`src/rtl/aer_pkg.sv`:
```
// rtl/aer_pkg.sv - shared FSM states and DAVIS240C bus defaults for the AER front-end
package aer_pkg;

    typedef enum logic [1:0] {
        IDLE,
        SETTLE,
        CAPTURE,
        WAIT_REL
    } aer_state_e;

    localparam int             AER_W        = 9;
    localparam logic [AER_W-1:0] AER_INV_MASK = 9'b0_1100_0000;

endpackage

```
`src/rtl/aer_bus_conditioner_if.sv`:
```
// rtl/aer_bus_conditioner_if.sv - sensor handshake pins and downstream event stream
interface aer_bus_conditioner_if
    import aer_pkg::*;
#(
    parameter int DATA_W = AER_W
);
    logic [DATA_W-1:0] aer_bus;
    logic              aer_req;
    logic              aer_ack;
    logic [DATA_W-1:0] evt_data;
    logic              evt_valid;
    logic              evt_ready;

    modport master (
        input  aer_bus, aer_req, evt_ready,
        output aer_ack, evt_data, evt_valid
    );

    modport slave (
        output aer_bus, aer_req, evt_ready,
        input  aer_ack, evt_data, evt_valid
    );
endinterface

```
`src/rtl/aer_evt_fifo.sv`:
```
// rtl/aer_evt_fifo.sv - first-word-fall-through event FIFO, power-of-2 depth
module aer_evt_fifo #(
    parameter int DATA_W     = 9,
    parameter int FIFO_DEPTH = 4
) (
    input  logic                          clk,
    input  logic                          rst_n,
    input  logic                          push,
    input  logic [DATA_W-1:0]             wr_data,
    input  logic                          pop,
    output logic [DATA_W-1:0]             rd_data,
    output logic                          full,
    output logic                          empty,
    output logic [$clog2(FIFO_DEPTH):0]   level
);
    localparam int AW = $clog2(FIFO_DEPTH);
    localparam int LW = AW + 1;

    logic [DATA_W-1:0] mem_q [FIFO_DEPTH];
    logic [AW-1:0]     wr_ptr_q, wr_ptr_d;
    logic [AW-1:0]     rd_ptr_q, rd_ptr_d;
    logic [LW-1:0]     level_q, level_d;
    logic              push_ok, pop_ok;

    assign empty   = (level_q == '0);
    assign full    = (level_q == LW'(FIFO_DEPTH));
    assign level   = level_q;
    assign pop_ok  = pop & ~empty;
    // A pop in the same cycle frees the slot, so a full FIFO may still accept.
    assign push_ok = push & (~full | pop_ok);
    assign rd_data = empty ? '0 : mem_q[rd_ptr_q];

    always_comb begin
        wr_ptr_d = wr_ptr_q;
        rd_ptr_d = rd_ptr_q;
        level_d  = level_q;
        if (push_ok) wr_ptr_d = wr_ptr_q + 1'b1;
        if (pop_ok)  rd_ptr_d = rd_ptr_q + 1'b1;
        case ({push_ok, pop_ok})
            2'b10:   level_d = level_q + 1'b1;
            2'b01:   level_d = level_q - 1'b1;
            default: level_d = level_q;
        endcase
    end

    always_ff @(posedge clk or negedge rst_n) begin
        if (!rst_n) begin
            wr_ptr_q <= '0;
            rd_ptr_q <= '0;
            level_q  <= '0;
        end else begin
            wr_ptr_q <= wr_ptr_d;
            rd_ptr_q <= rd_ptr_d;
            level_q  <= level_d;
        end
    end

    always_ff @(posedge clk) begin
        if (push_ok) mem_q[wr_ptr_q] <= wr_data;
    end
endmodule

```
`src/rtl/aer_bus_conditioner.sv`:
```
// rtl/aer_bus_conditioner.sv - AER REQ synchroniser, 4-phase ACK FSM and bus polarity conditioning
module aer_bus_conditioner
    import aer_pkg::*;
#(
    parameter int                DATA_W         = AER_W,
    parameter logic [DATA_W-1:0] INV_MASK       = DATA_W'(AER_INV_MASK),
    parameter int                SYNC_STAGES    = 2,
    parameter int                SETTLE_CYC     = 2,
    parameter int                FIFO_DEPTH     = 4,
    parameter bit                REQ_ACTIVE_LOW = 1'b1,
    parameter bit                ACK_ACTIVE_LOW = 1'b1,
    parameter bit                DROP_ON_FULL   = 1'b0
) (
    input  logic                         clk,
    input  logic                         rst_n,
    aer_bus_conditioner_if.master        aer,
    output logic [$clog2(FIFO_DEPTH):0]  fifo_level,
    output logic [15:0]                  drop_cnt,
    output logic                         busy
);
    localparam int   CNT_W  = $clog2(SETTLE_CYC + 1);
    localparam logic ACK_ON = !ACK_ACTIVE_LOW;

    logic [SYNC_STAGES-1:0] sync_q, sync_d;
    logic                   req_s;
    aer_state_e             state_q, state_d;
    logic [CNT_W-1:0]       cnt_q, cnt_d;
    logic                   ack_q, ack_d;
    logic [15:0]            drop_q, drop_d;
    logic                   push, pop, full, empty;
    logic [DATA_W-1:0]      cond_word, rd_data;

    // REQ is normalised to active-high before the first flop so reset holds "inactive".
    assign sync_d    = {sync_q[SYNC_STAGES-2:0], aer.aer_req ^ REQ_ACTIVE_LOW};
    assign req_s     = sync_q[SYNC_STAGES-1];
    assign cond_word = aer.aer_bus ^ INV_MASK;
    assign pop       = ~empty & aer.evt_ready;

    assign aer.aer_ack   = ack_q;
    assign aer.evt_data  = rd_data;
    assign aer.evt_valid = ~empty;
    assign drop_cnt      = drop_q;
    assign busy          = (state_q != IDLE);

    always_comb begin
        state_d = state_q;
        cnt_d   = cnt_q;
        ack_d   = ack_q;
        drop_d  = drop_q;
        push    = 1'b0;
        case (state_q)
            IDLE: begin
                if (req_s) begin
                    state_d = SETTLE;
                    cnt_d   = '0;
                end
            end
            SETTLE: begin
                if (cnt_q == CNT_W'(SETTLE_CYC - 1)) state_d = CAPTURE;
                else                                 cnt_d   = cnt_q + 1'b1;
            end
            CAPTURE: begin
                if (!full || pop) begin
                    push    = 1'b1;
                    ack_d   = ACK_ON;
                    state_d = WAIT_REL;
                end else if (DROP_ON_FULL) begin
                    ack_d   = ACK_ON;
                    state_d = WAIT_REL;
                    if (drop_q != 16'hFFFF) drop_d = drop_q + 16'd1;
                end
            end
            WAIT_REL: begin
                if (!req_s) begin
                    ack_d   = ~ACK_ON;
                    state_d = IDLE;
                end
            end
            default: state_d = IDLE;
        endcase
    end

    always_ff @(posedge clk or negedge rst_n) begin
        if (!rst_n) begin
            sync_q  <= '0;
            state_q <= IDLE;
            cnt_q   <= '0;
            ack_q   <= ~ACK_ON;
            drop_q  <= '0;
        end else begin
            sync_q  <= sync_d;
            state_q <= state_d;
            cnt_q   <= cnt_d;
            ack_q   <= ack_d;
            drop_q  <= drop_d;
        end
    end

    aer_evt_fifo #(
        .DATA_W     (DATA_W),
        .FIFO_DEPTH (FIFO_DEPTH)
    ) u_fifo (
        .clk     (clk),
        .rst_n   (rst_n),
        .push    (push),
        .wr_data (cond_word),
        .pop     (pop),
        .rd_data (rd_data),
        .full    (full),
        .empty   (empty),
        .level   (fifo_level)
    );
endmodule

```
`src/flat_wrapper.sv`:
```
// flat-port wrapper written by rule: the top's interface ports become plain ports
module aer_bus_conditioner_flat import aer_pkg::*;
#(
    parameter int                DATA_W         = AER_W,
    parameter logic [DATA_W-1:0] INV_MASK       = DATA_W'(AER_INV_MASK),
    parameter int                SYNC_STAGES    = 2,
    parameter int                SETTLE_CYC     = 2,
    parameter int                FIFO_DEPTH     = 4,
    parameter bit                REQ_ACTIVE_LOW = 1'b1,
    parameter bit                ACK_ACTIVE_LOW = 1'b1,
    parameter bit                DROP_ON_FULL   = 1'b0
)
  (clk, rst_n, fifo_level, drop_cnt, busy, aer_aer_bus, aer_aer_req, aer_evt_ready, aer_aer_ack, aer_evt_data, aer_evt_valid);
  aer_bus_conditioner_if #(.DATA_W(DATA_W)) aer_i ();
  input  logic clk;
  input  logic rst_n;
  output logic [$clog2(FIFO_DEPTH):0] fifo_level;
  output logic [15:0] drop_cnt;
  output logic busy;
  input wire logic [$bits(aer_i.aer_bus)-1:0] aer_aer_bus;
  input wire logic [$bits(aer_i.aer_req)-1:0] aer_aer_req;
  input wire logic [$bits(aer_i.evt_ready)-1:0] aer_evt_ready;
  output wire logic [$bits(aer_i.aer_ack)-1:0] aer_aer_ack;
  output wire logic [$bits(aer_i.evt_data)-1:0] aer_evt_data;
  output wire logic [$bits(aer_i.evt_valid)-1:0] aer_evt_valid;
  assign aer_i.aer_bus = aer_aer_bus;
  assign aer_i.aer_req = aer_aer_req;
  assign aer_i.evt_ready = aer_evt_ready;
  assign aer_aer_ack = aer_i.aer_ack;
  assign aer_evt_data = aer_i.evt_data;
  assign aer_evt_valid = aer_i.evt_valid;
  aer_bus_conditioner #(.DATA_W(DATA_W), .INV_MASK(INV_MASK), .SYNC_STAGES(SYNC_STAGES), .SETTLE_CYC(SETTLE_CYC), .FIFO_DEPTH(FIFO_DEPTH), .REQ_ACTIVE_LOW(REQ_ACTIVE_LOW), .ACK_ACTIVE_LOW(ACK_ACTIVE_LOW), .DROP_ON_FULL(DROP_ON_FULL)) u_core (.clk(clk), .rst_n(rst_n), .aer(aer_i), .fifo_level(fifo_level), .drop_cnt(drop_cnt), .busy(busy));
endmodule
```
`config.mk`:
```
export PLATFORM = sky130hd
export DESIGN_NAME = aer_bus_conditioner_flat
export DESIGN_NICKNAME = d
export VERILOG_FILES = /design/src/rtl/aer_pkg.sv /design/src/rtl/aer_bus_conditioner_if.sv /design/src/rtl/aer_evt_fifo.sv /design/src/rtl/aer_bus_conditioner.sv /design/src/flat_wrapper.sv
export SDC_FILE = /design/constraint.sdc
export NUM_CORES = 1
export LEC_CHECK = 0
export CAP_MARGIN = 5
export CORE_UTILIZATION = 28
export DETAILED_ROUTE_END_ITERATION = 16
export DONT_BUFFER_PORTS = 1
export GPL_TIMING_DRIVEN = 1
export HOLD_SLACK_MARGIN = 0.06
export PLACE_DENSITY_LB_ADDON = 0.15
export SYNTH_ARGS = -nofsm -noshare
export SYNTH_HDL_FRONTEND = slang
export SYNTH_SLANG_ARGS = --single-unit
```
`constraint.sdc`:
```
create_clock -name clk -period 2.65 [get_ports clk]
set_input_delay 0 -clock clk [delete_from_list [all_inputs] [get_ports clk]]
set_output_delay 0 -clock clk [all_outputs]
set_load 0.02 [all_outputs]
```
## After elaboration in Yosys (flattened, before gate mapping)

Memory sizes are Yosys's and may differ from the RTL's.
Index checks and enable logic that the tools add are counted.

| storage, ports and cells | value |
|---|---|
| register bits | 14 |
| bits in latches | 0 |
| bits in writable memories | 36 |
| memory bits (read-only) | 0 |
| input port bits | 13 |
| output and inout bits | 31 |
| word-level logic and storage cells | 61 |
| memories kept | 1 |

Memories:

| memory | depth | bits a word | read ports | clocked after memory_dff | wr ports | RTL line | RTL |
|---|---|---|---|---|---|---|---|
| u_core.u_fifo.mem_q | 4 | 9 | 1 | 0 | 1 | aer_evt_fifo.sv:19 | `logic [DATA_W-1:0] mem_q [FIFO_DEPTH];` |

| operators by class | value |
|---|---|
| add/sub/neg operators | 5 |
| multipliers | 0 |
| divide/modulo/power cells | 0 |
| $lt $le $gt $ge | 0 |
| eq/ne operators | 12 |
| shift operators | 0 |
| mux-type cells | 17 |
| bitwise logic cells | 8 |
| reduce and logical (&&, ||, !) cells | 11 |

Operator list:

| kind | count |
|---|---|
| 2-to-1 mux 2 bit | 6 |
| 2-to-1 mux 9 bit | 1 |
| case mux 2 bit (4 select lines) | 1 |
| nonzero test 2 bit | 4 |
| adder 2 x 1 -> 2 bit (second input constant) | 3 |
| equality test 2 x 1 -> 1 bit (second input constant) | 3 |
| equality test 2 bit (second input constant) | 3 |
| 2-to-1 mux 1 bit | 6 |
| != test 2 x 1 -> 1 bit (second input constant) | 3 |
| case mux 3 bit (2 select lines) | 1 |
| AND reduction 3 bit | 2 |
| != test 2 bit (second input constant) | 2 |
| case mux 2 bit (2 select lines) | 1 |
| AND reduction 4 bit | 1 |
| adder 3 x 1 -> 3 bit (second input constant) | 1 |
| AND 1 bit | 3 |
| equality test 3 bit (second input constant) | 1 |
| zero test 3 bit | 1 |
| inverter 1 bit | 3 |
| subtractor 3 x 1 -> 3 bit (second input constant) | 1 |
| zero test 2 bit | 1 |
| inverter 2 bit | 1 |
| case mux 1 bit (2 select lines) | 1 |
| zero test 1 bit | 1 |
| 2 further kinds | 2 |

## Depth between registers and ports, before layout

Gate-level depths: netlist (run 1).

| depth | value |
|---|---|
| depth in word-level cells | 9 |
| mapped depth | 10 |
| gate-level depth less buffers | 10 |

## Hierarchy

A second synthesis (run 1) with hierarchy kept.

| unflattened totals | value |
|---|---|
| cells, all modules | 159 |
| area, all modules | 2403.6 um^2 |

Modules (own cells, without submodules):

| module | times used | cells an instance | area each (um^2) | seq. area each (um^2) |
|---|---|---|---|---|
| aer_evt_fifo | 1 | 96 | 1794.2 | 1256.2 |
| aer_bus_conditioner | 1 | 63 | 609.3 | 176.4 |

## Worst setup path after synthesis (run 1)

No wires, ideal clock.

| path | value |
|---|---|
| path type | reg-to-reg |
| from | reg u_core.u_fifo.level_q[1] (netlist: u_core.u_fifo.level[1]) |
| to | reg u_core.u_fifo.level_q[2] (netlist: u_core.u_fifo.level[2]) |
| library setup time | 0.080 ns |
| arrival time | 2.055 ns |
| path slack | 0.515 ns |
| cell stages (with the launch flop) | 10 |
| path through | dfrtp_1 -> nor4b_4 -> nor2b_2 -> inv_1 -> ha_1 -> inv_1 -> fa_1 -> xor2_1 -> nor2_1 -> xor2_1 |

| between the ends | value |
|---|---|
| longest elaborated chain between the ends | 9 |
| elaborated cells between the ends (all ways) | 18 |
| those cells by class | add/sub (2); eq/ne (3); mux (3); bitwise (6); reduce/logical (4) |

Ends and longest elaborated chain:

| item | RTL line | RTL |
|---|---|---|
| start: declaration | aer_evt_fifo.sv:22 | `logic [LW-1:0] level_q, level_d;` |
| start signal: assignment | aer_evt_fifo.sv:54 | `level_q <= level_d;` |
| zero test 3 bit | aer_evt_fifo.sv:25 | `assign empty = (level_q == '0);` |
| inverter 1 bit | aer_evt_fifo.sv:28, aer_bus_conditioner.sv:37 |  |
| AND 1 bit | aer_bus_conditioner.sv:37 | `assign pop = ~empty & aer.evt_ready;` |
| logical OR 1 bit | aer_bus_conditioner.sv:63 | `if (!full \|\| pop) begin` |
| 2-to-1 mux 1 bit | aer_bus_conditioner.sv:63 |  |
| 2-to-1 mux 1 bit | aer_bus_conditioner.sv:51 | `case (state_q)` |
| AND 1 bit | aer_evt_fifo.sv:30 | `assign push_ok = push & (~full \| pop_ok);` |
| equality test 2 x 1 -> 1 bit / equality test 2 bit (equally long branches) | aer_evt_fifo.sv:39 | `case ({push_ok, pop_ok})` |
| case mux 3 bit (2 select lines) / nonzero test 2 bit (equally long branches) | - |  |

Parallel ways exist; a longest one is shown, timed or not.
A chain may end at the register's enable or synchronous reset.

## Worst setup path after layout (run 1)

| path | value |
|---|---|
| from | reg u_core.u_fifo.level_q[0] (netlist: u_core.u_fifo.level[0]) |
| to | reg u_core.u_fifo.level_q[2] (netlist: u_core.u_fifo.level[2]) |

The elaborated chain is that of the path after synthesis.

==> results of run 1 <==
==> synth_stat cells, types with 2 or more instances <==
library cell	count	area share [%]
and2_1	15	4.0
xor2_1	3	1.1
mux2i_1	2	0.85
or3_1	2	0.53
edfxtp_1	36	46
nand2_1	2	0.32
ha_1	11	5.8
nor2b_1	2	0.53
mux4_2	9	8.6
buf_4	16	5.1
xnor2_1	3	1.1
a21oi_1	4	0.85
clkbuf_1	2	0.32
dfrtp_1	13	14
nor2_1	2	0.32
inv_1	17	2.7
==> report_power, final <==
group,internal [W],switching [W],total (W)
Combinational,0.000500,0.000624,0.00112
Clock,0.000281,0.000245,0.000526
Sequential,0.00105,0.000235,0.00129
Total,0.00183,0.00110,0.00294
==> through the flow <==
| stage | total power (W) | hold slack (ns) | instance area (um^2) | worst slack (ns) | instances |
|---|---|---|---|---|---|
| 2_1_floorplan | 0.00221 | -0.296 | 2420 | 0.515 | 171 |
| 3_3_place_gp | 0.00237 | -0.295 | 2430 | 0.407 | 258 |
| 3_5_place_dp | 0.00243 | -0.295 | 2430 | 0.308 | 258 |
| 4_1_cts | 0.00298 | 0.195 | 2660 | 0.277 | 278 |
| 5_1_grt | 0.00313 | 0.202 | 2660 | 0.173 | 278 |
| 6_report | 0.00294 | 0.167 | 2660 | 0.306 | 278 |
==> per-layer routing <==
| metal | GRT usage, % | part of all wire [%] |
|---|---|---|
| met2 | 17.0 | 53 |
| met4 | 3.21 | 1.5 |
| met1 | 9.68 | 40 |
| met3 | 2.75 | 4.9 |
| met5 | 0 | 0 |
==> how the worst max path moves through the flow <==
| stage | startpoint | endpoint | slack, ns | cells after the start |
|---|---|---|---|---|
| floorplan | u_core.u_fifo.level[1] | u_core.u_fifo.level[2] | 0.52 | 9 |
| global placement | u_core.u_fifo.level[1] | u_core.u_fifo.level[2] | 0.41 | 9 |
| detailed placement | u_core.u_fifo.level[0] | u_core.u_fifo.level[2] | 0.31 | 9 |
| CTS | u_core.u_fifo.level[0] | u_core.u_fifo.level[2] | 0.28 | 9 |
| global route | u_core.u_fifo.level[1] | u_core.u_fifo.level[2] | 0.17 | 9 |
| finish | u_core.u_fifo.level[0] | u_core.u_fifo.level[2] | 0.31 | 9 |
==> registers in the layout (all words and copies together), names as in the netlist <==
signal                  flops
u_core.aer.aer_ack          1
u_core.cnt_q                2
u_core.state_q              2
u_core.sync_q               2
u_core.u_fifo.level         3
u_core.u_fifo.mem_q        36
u_core.u_fifo.rd_ptr_q      2
u_core.u_fifo.wr_ptr_q      2
==> layout make-up <==
class                      instances  share of cell area, %
clock buffer                       5                   2.58
clock inverter                     3                   1.69
inverter                          17                   2.40
multi-input combinational         85                   29.8
sequential                        50                   53.8
tap                              105                   4.93
timing repair buffer              13                   4.79
==> critical path, cell delays in order (launching register included) <==
cell	delay, ns
dfrtp_1	0.52
nor4b_4	0.47
nor2b_2	0.15
inv_1	0.08
ha_1	0.18
inv_1	0.06
fa_1	0.37
xor2_1	0.15
nor2_1	0.13
xor2_1	0.16
==> kinds of logic after synthesis <==
group                    after synthesis
buffers and inverters                 36
AO/OA/AOI/OAI                          9
adder cells (fa/ha/maj)               12
XOR/XNOR                               6
other                                  1
AND/OR/NAND/NOR                       29
flip-flops                            50
multiplexers                          13
==> summary.txt, run 1 <==
Setup-failing EPs final: 0
Hold WC Path Type: input port to async pin
Drt wl/cell: 14.3 um
Crit path launch type: flip-flop
DP HPWL: 2790 um
Post-route setup TNS: 0 ns
Mux cell area share after synthesis: 10.4%
Post-synth EDFFs: 36
First-pass GRT wire length: 5830 um
Sequential cell area: 0.00143 mm^2
Leak pwr: 1.00 nW
Number of I/O port buffers: 0
Most frequent cells in the layout: 36 x edfxtp_1, 17 x inv_1, 16 x conb_1, 15 x and2_1, 13 x dfrtp_1
Largest net degree at the start of global routing: 17
Tcrit/Tclk final: 88.5%
GPL Wtd Cong: 0.741
Arrival time worst endpoint: 2.57 ns
Largest family of logic cells by synthesized area: multiplexers
Clock sink total: 50
Average cell area after synthesis: 15.2 um^2
Via density: 4.22
Compound-Gate Fraction of Synth Area: 3.49%
Peak supply drop: 0.367 mV
I/O Pins: 44
Post-Synth Simple-Gate Area: 8.25%
Later-pin clock latency in the skew report: 0.30 ns
DR vias: 1174
Reg2reg start: u_core.u_fifo.level[0]
Initial antenna violation count: 0
Die W: 93.9 um
RSZ-0062 raised after global routing: no
Share of post-route cells with drive strength above 1: 13.9%
Multi-input logic area: 793 um^2
Clk slew on worst S/H paths: 0.09 ns
DRC violations left: 0
Worst-case clock buffer depth: 2
FF-to-FF path depth: 9
Library cells used by synthesis: 33
Fraction of the mapped netlist area in adder cells: 6.66%
Run status: finished, final reports clean
Core Util, Final: 32.4%
# resized after CTS: 0
Rel. slew slack: 53.8%
Final ANT Viol Nets: 0
Routed wire length: 3990 um
Die Y: 93.9 um
Final Hold Viols: 0
Area grow syn2layout: 12.5%
CP Capture Type: flip-flop
# diodes: 0
Register area share after synthesis: 60.5%
Crit Path Category: flip-flop to flip-flop
Worst Path Required: 2.88 ns
Post-synthesis cell area: 0.00237 mm^2
GRT Total Usage: 9.15%
Nets: 197
CTS tree: built
Row count: 33
Initial DRT Pass Iterations: 4
Crit Path Max Fanout: 7
R2r endpoint: u_core.u_fifo.level[2]
Synth async-reset ratio: 28.0%
Post-CTS setup buffers: 0
Number of global-route vias before repair: 1196
Yosys reg bits: 50
Initial Utilization: 28.8%
Post-cts hold buffer count: 12
Ys flop type: edfxtp_1
Ys Warns: 0
Starting DRT DRC Count: 49
Crit path time final: 2.34 ns
CTS root buffer: clkbuf_8
Reg2Reg Setup Slack: 0.31 ns
Post-synthesis xor/xnor area fraction: 2.22%
Worst Skew: 0.0120 ns
H-tree depth: 2
Max Slew Vio Count: 0
Die area: 0.00882 mm^2
Max-Cap Viols: 0
Remaining global-route overflow: 0
CORE AREA: 0.00822 mm^2
Fillcell total: 804
CTS buffer count: 5
Power per Cell Area: 1100 mW/mm^2
Syn Inst Count: 156
Fmax: 427 MHz
Least-Margin Pin Slew: 0.694 ns
Most common cell after layout, fill and taps aside: edfxtp_1
No activity file was read; power rests on OpenSTA's default activity.
==> inputs of run 2 (changes only) <==
- ABC_AREA: not set -> 1
==> summary.txt, run 2 <==
Worst-case clock buffer depth: 2 (unchanged)
Post-CTS setup buffers: 0 (unchanged)
Post-synth top cells: 45 x nor2_1, 36 x edfxtp_1, 24 x inv_1, 22 x nand2_1, 16 x buf_4
Max Slew Vio Count: 0 (unchanged)
# diodes: 0 (unchanged)
Worst Skew: 0.00815 ns (-0.00389 ns)
Yosys reg bits: 50 (unchanged)
Synth async-reset ratio: 28.0% (unchanged)
Worst path buffer plus inverter count: 2 (unchanged)
First-pass GRT wire length: 7230 um (+24%)
Clk slew on worst S/H paths: 0.10 ns (about the same)
CP Capture Type: flip-flop
Most common cell after layout, fill and taps aside: nor2_1
R2r endpoint: u_core.u_fifo.level[2]
CTS root buffer: clkbuf_8
Remaining global-route overflow: 0 (unchanged)
# resized after CTS: 0 (unchanged)
H-tree depth: 2 (unchanged)
Drt wl/cell: 12.6 um (-12%)
Initial DRT Pass Iterations: 4 (unchanged)
Run status: finished, final reports clean
Max-Cap Viols: 0 (unchanged)
Clock sink total: 50 (unchanged)
Final ANT Viol Nets: 0 (unchanged)
Share of post-route cells with drive strength above 1: 7.76% (-6.1 points)
Setup-failing EPs final: 0 (unchanged)
Most numerous cell in the Yosys netlist: nor2_1
Post-synth EDFFs: 36 (unchanged)
Final Hold Viols: 0 (unchanged)
I/O Pins: 44 (unchanged)
Area grow syn2layout: 11.9%
Main area contributors after synthesis: edfxtp_1 46%, dfrtp_1 14%, nor2_1 7.1%
Number of I/O port buffers: 0 (unchanged)
Later-pin clock latency in the skew report: 0.31 ns (about the same)
Power per Cell Area: 1100 mW/mm^2 (-0.20%)
Library cells used by synthesis: 26 (-21%)
Average cell area after synthesis: 10.5 um^2 (-30%)
Pre-CTS setup slack: 0.527 ns (+0.219 ns)
Starting DRT DRC Count: 42 (-14%)
Worst hold slack: 0.170 ns (+0.00339 ns)
Most frequent cells in the layout: 45 x nor2_1, 36 x edfxtp_1, 24 x inv_1, 22 x nand2_1, 16 x conb_1
Leak pwr: 1.10 nW (+10%)
Row count: 33 (unchanged)
Ys Warns: 0 (unchanged)
Post-route setup TNS: 0 ns (unchanged)
Hold WC Path Type: input port to async pin
Nets: 269 (+37%)
Initial antenna violation count: 0 (unchanged)
Least-Margin Pin Slew: 0.693 ns (-0.000477 ns)
Crit path launch type: flip-flop
Die Y: 94.1 um (+0.15%)
DP HPWL: 2890 um (+3.6%)
Via density: 4.08 (-3.4%)
Die area: 0.00885 mm^2 (+0.31%)
Peak supply drop: 0.297 mV (-19%)
Crit Path Category: flip-flop to flip-flop
Largest net degree at the start of global routing: 21 (+4)
CORE AREA: 0.00822 mm^2 (unchanged)
Slowest stage delay, CP: 0.47 ns (-0.05 ns)
Post-cts hold buffer count: 12 (unchanged)
CP max stage cell: dfrtp_1
CP Cell Sequence: inv_1 -> nor2_1 -> nand2_1 -> nand2_2 -> ha_1 -> inv_1 -> fa_1 -> or2_2 -> nand2_1 -> xor2_1
Routed wire length: 4400 um (+10%)
Most flops, register: u_core.u_fifo.mem_q
Number of global-route vias before repair: 1403 (+17%)
CTS buffer count: 5 (unchanged)
Crit path time final: 2.13 ns (-0.209 ns)
Ys flop type: edfxtp_1
FF-to-FF path depth: 10 (+1)
Max FFs per register: 36 (unchanged)
GPL Wtd Cong: 0.718 (-3.1%)
Arrival time worst endpoint: 2.37 ns (-0.20 ns)
CP delay by family, top: simple AND/OR/NAND/NOR gates
Reg2reg start: u_core.u_fifo.level[2]
Reg2Reg Setup Slack: 0.52 ns (+0.21 ns)
Worst Path Required: 2.88 ns (about the same)
Register area share after synthesis: 60.4% (-0.19 points)
Fmax: 468 MHz (+9.8%)
Crit Path Max Fanout: 7 (unchanged)
Post-synthesis cell area: 0.00237 mm^2 (+0.32%)
Tcrit/Tclk final: 80.6% (-7.9 points)
Biggest area consumer among synthesized cells: edfxtp_1
Synth top area share: 45.5% (-0.14 points)
Rel. slew slack: 53.6% (-0.12 points)
DRC violations left: 0 (unchanged)
Syn Inst Count: 225 (+44%)
Fillcell total: 827 (+2.9%)
Die W: 94.1 um (+0.15%)
GRT Total Usage: 11.1% (+2.0 points)
DR vias: 1428 (+22%)
Initial Utilization: 28.9% (+0.091 points)
RSZ-0062 raised after global routing: no
Setup ws final: 0.515 ns (+0.209 ns)
CTS tree: built
run 2: cell types whose count changed in the layout (fill, tap and decap cells not counted), moves of 7 or more:
| cell | delta |
|---|---|
| a21oi_1 | +7 |
| and2_1 | -15 |
| inv_1 | +7 |
| mux4_2 | -9 |
| nand2_1 | +20 |
| nor2_1 | +43 |
| o21ai_0 | +13 |
| o21ai_1 | +9 |
run 2: cells by family (layout without fill, tap and decap cells):
family,after synthesis,after routing,share of synthesized area (%)
adders and majority gates,12,12,6.64
buffers and inverters,47,52,11.2
xor gates and xnor gates,4,4,1.48
and+or+nand+nor,78,78,13.2
DFF,50,50,60.4
AOI/OAI and AO/OA,33,33,6.96
other,1,16,0.158
run 2: where the power goes:
group / internal, W / switching, W / leakage, nW / total (W)
clock: 0.000198 / 0.000274 / 0.0506 / 0.000472
combinational: 0.000381 / 0.000870 / 0.555 / 0.00125
sequential: 0.00104 / 0.000157 / 0.494 / 0.00120
run 2: routing by layer:
metal,vias to the layer above,track usage (%),share of wire [%]
met5,-,0,0
met4,0,4.23,1.3
met3,5,2.75,3.8
met2,34,17.5,45
met1,657,14.8,49
li1,732,-,-
run 2: worst max path at each step:
stage,startpoint,end,slack [ns],cells past startpoint
after detailed placement,u_core.u_fifo.level[2],u_core.u_fifo.level[2],0.53,10
after global placement,u_core.u_fifo.level[1],u_core.u_fifo.level[2],0.54,9
after floorplan,u_core.u_fifo.level[0],u_core.u_fifo.level[2],0.56,10
after CTS,u_core.u_fifo.rd_ptr_q[1],aer_evt_data[1],0.40,4
final,u_core.u_fifo.level[2],u_core.u_fifo.level[2],0.52,10
after global routing,u_core.u_fifo.rd_ptr_q[1],aer_evt_data[4],0.27,4
run 2: metrics by stage:
stage	util, %	cells	power [W]	area [um^2]
floorplan	-	240	0.00223	2430
global placement	29.7	330	0.00248	2440
detailed placement	29.7	330	0.00248	2440
CTS	32.3	350	0.00299	2660
global route	32.3	350	0.00320	2660
finish	32.3	350	0.00292	2660
run 2: final cells by class:
class	count	area (um^2)	area share (%)
well taps	105	131	4.95
flip-flops and latches	50	1430	53.9
inverters	26	97.6	3.67
clock buffers	5	68.8	2.59
clock inverters	3	28.8	1.08
repair buffers	18	165	6.22
multi-input cells	143	732	27.6
